### config.mk
export PLATFORM = sky130hd
export DESIGN_NAME = adder
export DESIGN_NICKNAME = d
export VERILOG_FILES = /design/src/rtl/adder.sv
export SDC_FILE = /design/constraint.sdc
export NUM_CORES = 1
export LEC_CHECK = 0
export ABC_AREA = 0
export CAP_MARGIN = 20
export CORE_ASPECT_RATIO = 0.6
export CORE_MARGIN = 2
export CORE_UTILIZATION = 44
export CTS_CLUSTER_SIZE = 14
export DETAILED_ROUTE_END_ITERATION = 16
export GPL_TIMING_DRIVEN = 0
export PLACE_DENSITY = 0.86
export SYNTH_ARGS = -nofsm -noshare
export SYNTH_HDL_FRONTEND = slang
export SYNTH_SLANG_ARGS = --single-unit
export TNS_END_PERCENT = 10
### constraint.sdc
create_clock -name clk -period 2 [get_ports clk]
set_clock_uncertainty 0.2 [all_clocks]
set_input_delay 0.2 -clock clk [delete_from_list [all_inputs] [get_ports clk]]
set_output_delay 0.2 -clock clk [all_outputs]
set_load 0.1 [all_outputs]
### src/rtl/adder.sv
// Registered 64-bit ripple-carry adder with signed overflow flag.
// Define ADDER_FLAGS_EN to add the registered Zero and Sign outputs.
module adder (
  input  logic        clk,
  input  logic        rst_n,
  input  logic [63:0] A,
  input  logic [63:0] B,
  input  logic        enable,
  output logic [63:0] Sum,
  output logic        OverFlow
`ifdef ADDER_FLAGS_EN
  ,
  output logic        Zero,
  output logic        Sign
`endif
);

  logic [63:0] s;
  logic [63:0] carry;
  logic        of;

  logic [63:0] sum_q, sum_d;
  logic        of_q, of_d;

  assign carry[0] = 1'b0;

  // The carry out of bit 63 is never formed, so it cannot be used.
  for (genvar i = 0; i < 64; i++) begin : g_fa
    assign s[i] = A[i] ^ B[i] ^ carry[i];
    if (i < 63) begin : g_c
      assign carry[i+1] = (A[i] & B[i])
                        | (carry[i] & (A[i] ^ B[i]));
    end
  end

  assign of = (A[63] == B[63]) && (s[63] != A[63]);

  always_comb begin
    sum_d = sum_q;
    of_d  = of_q;
    if (enable) begin
      sum_d = s;
      of_d  = of;
    end
  end

  always_ff @(posedge clk or negedge rst_n) begin
    if (!rst_n) begin
      sum_q <= '0;
      of_q  <= 1'b0;
    end else begin
      sum_q <= sum_d;
      of_q  <= of_d;
    end
  end

  assign Sum      = sum_q;
  assign OverFlow = of_q;

`ifdef ADDER_FLAGS_EN
  logic zero_q, zero_d;
  logic sign_q, sign_d;

  always_comb begin
    zero_d = zero_q;
    sign_d = sign_q;
    if (enable) begin
      zero_d = ~|s;
      sign_d = s[63];
    end
  end

  always_ff @(posedge clk or negedge rst_n) begin
    if (!rst_n) begin
      zero_q <= 1'b0;
      sign_q <= 1'b0;
    end else begin
      zero_q <= zero_d;
      sign_q <= sign_d;
    end
  end

  assign Zero = zero_q;
  assign Sign = sign_q;
`endif

endmodule

==> results.py <==
metrics = {
    "worst_hold_path": {
        "hold_end": "Sum[0]",
        "worstHoldPathCells": 3,
        "hold_class": "input port to register",
        "hold_start": "B[0]",
    },
    "synth": {
        "synth_area_leaders": "dfrtp_1, fa_1, mux2_4, mux2_2, buf_6",
        "seq_area_frac_synth_pct": 41.9,
        "syn_nets": 403,
        "synth_seq_cells": 65,
        "synth_edf_count": 0,
        "yosys_warnings": 0,
        "synth_mux_area_share_pct": 22.2,
        "synth_top_family_by_area": "adder cells",
        "yosys.area_share.adder_pct": 32.3,
        "yosysTopAreaCell": "dfrtp_1",
        "syn-cell-area_mm2": 0.00388,
        "synth_cell_types": 14,
        "synth-compound-area-share_pct": 0.161,
        "syn_avg_cell_area_um2": 18.6,
        "yosysMostFrequentCell": "dfrtp_1",
        "synthCells": 209,
        "synthXorXnorAreaFrac_pct": 0.613,
        "synth_top_area_share_pct": 41.9,
        "yosys.area_share.simple_pct": 0.516,
        "synth_ff_type": "dfrtp_1",
        "async_reset_ff_share_pct": 100,
        "synth_commonest_cells": "dfrtp_1, fa_1, mux2_4, mux2_2",
    },
    "sta": {
        "fin_setup_tns_ns": -652.70,
        "rsz0062_at_grt": "true",
        "fmax_mhz": 43.7,
        "finalCritPeriodShare_pct": 1140,
        "setup_viol": 61,
        "layout_min_cycle_time_ns": 22.88,
        "hold_viol": 0,
        "worstMarginPinSlew_ns": 0.998,
        "finalMaxSlewViolations": 0,
        "setup_ws_ns": -20.88,
        "maxSlewHeadroom_pct": 33.8,
    },
    "setup_path": {
        "critical_path.max_stage_delay_ns": 0.38,
        "r2r_end": "Sum[43]",
        "worst_ep_required_time_ns": 2.03,
        "crit_buf_inv": 6,
        "critPathKind": "input port to register",
        "reg2reg_from": "Sum[43]",
        "rrSetupSlack_ns": 1.01,
        "critPathLaunchType": "input port",
        "cp_common_cell": "fa_2",
        "cp_max_fo": 2,
        "slowest_stage": "fa_2",
        "arrival_ns": 22.91,
        "endpoint_kind": "register",
        "critPathTopFamily": "adder cells",
        "worstRegToRegCells": 1,
        "path_depth": 71,
    },
    "placed_design": {
        "dp_hpwl_um": 8070,
        "post_dp_cell_area_mm2": 0.00612,
        "gp_congestion": 0.783,
        "io_buffer_count": 194,
    },
    "detailed_routing": {
        "dr.first_iter.drc_count": 58,
        "routedWlPerCell_um": 18.7,
        "drc": 0,
        "vias": 2539,
        "drtPass1Iterations": 3,
        "routed_wl_um": 10000,
        "postRouteAntennaNets": 0,
        "avgViaCountPerCell": 4.74,
    },
    "flow_run": {
        "max-cap-violations": 0,
    },
    "die": {
        "coreArea_mm2": 0.00852,
        "die_y_um": 76.7,
        "io_pins": 196,
        "rows": 26,
        "start_util_pct": 45.5,
        "die_width_um": 125,
        "dieArea_mm2": 0.00960,
    },
    "power_and_ir_drop": {
        "ir_drop_mv": 0.722,
        "power_density_mw_per_mm2": 1190,
        "p_leak_nw": 2.79,
        "power.total_mw": 7.72,
    },
    "finish": {
        "drive_above_1_share_pct": 37.5,
        "insertedDiodeCount": 0,
        "finalInstanceArea_mm2": 0.00650,
        "utilization_pct": 76.2,
        "area_delta_synth_final_pct": 67.5,
        "nets": 613,
    },
    "clock_network": {
        "cts_made_buffers": 9,
        "cts-root-buf": "clkbuf_16",
        "cts_max_level": 3,
        "cts_tree": "built",
        "clk_pin_slew_ns": 0.05,
        "numClockSinks": 65,
        "cts_max_path_buffers": 2,
        "insertion_delay_ns": 0.32,
    },
    "grt": {
        "grt_pass1_vias": 3047,
        "overflow": 0,
        "grt_max_degree": 66,
        "antenna_found_initial": 0,
        "grt_pass1_wl_um": 16200,
        "grt_usage_pct": 22.0,
    },
    "outcome": {
        "status": "finished with violations",
        "failed_checks": "setup timing",
    },
}
==> metrics by stage <==
step / hold WS [ns] / std cells / setup slack, ns
5_1_grt: 0.0260 / 536 / -21.36
3_3_place_gp: 0.291 / 515 / -21.31
3_5_place_dp: 0.153 / 515 / -21.57
6_report: 0.0282 / 536 / -20.88
4_1_cts: 0.0182 / 535 / -20.94
2_1_floorplan: -0.296 / 209 / -20.25
==> per-layer routing <==
metal	global-route usage, %	vias to the layer above	wire, um
li1	-	1120	-
met2	40.0	106	5180
met3	6.70	11	684
met4	4.78	0	107
met1	26.0	1302	4050
met5	0	-	0
==> registers in the layout, indices dropped and copies added (netlist names) <==
name      count
Sum          64
OverFlow      1
==> area by class of cell <==
type | count | area [um^2]
multi-input cells | 132 | 2400
fillers | 553 | 2030
repair buffers | 199 | 1910
flip-flops and latches | 65 | 1630
clock buffers | 11 | 253
well taps | 112 | 140
clock inverters | 5 | 77.6
plain buffers | 7 | 66.3
inverters | 5 | 18.8
==> power breakdown <==
part	internal [mW]	switching, mW
clock	1.15	0.558
sequential	1.64	0.184
combinational	1.16	3.02
==> worst max path at each step <==
stage | startpoint | to
5_1_grt | A[0] | OverFlow
3_5_place_dp | A[0] | Sum[63]
2_1_floorplan | A[0] | Sum[63]
3_3_place_gp | A[0] | Sum[63]
4_1_cts | A[0] | Sum[63]
6_report | A[0] | OverFlow
==> kinds of logic after synthesis <==
group | after synthesis
compound gates | 1
fa+ha+maj | 63
xor+xnor | 1
simple gates | 3
mux | 64
buf+inv | 12
flops | 65
==> timing repair <==
| item | CTS | global route |
|---|---|---|
| pin swaps | 2 | 1 |
| endpoints found under the hold margin | 65 | 0 |
| hold buffers | 1 | 0 |
| setup endpoints to repair | 127 | 66 |
| buffers inserted | 3 | 1 |
| gates resized for setup | 89 | 18 |
==> cells in the final DEF, fill, tap and decap left out <==
cell,Yosys,routed
bufinv_16,0,2
buf_6,5,10
clkbuf_8,0,2
mux2_4,38,56
or3b_1,1,1
buf_4,0,2
nor2_1,1,1
clkbuf_16,0,9
nand3b_1,1,1
mux2i_1,1,1
inv_1,5,3
fa_2,0,62
dlygate4sd3_1,0,1
dfrtp_1,65,65
clkinv_2,0,2
buf_2,2,3
dlygate4sd2_1,0,60
mux2_2,25,7
ha_4,0,1
xor3_1,1,1
inv_2,0,2
clkdlybuf4s50_1,0,124
a31oi_1,1,1
clkinvlp_4,0,1
clkdlybuf4s15_1,0,6
(Power assumes the default switching activity.)
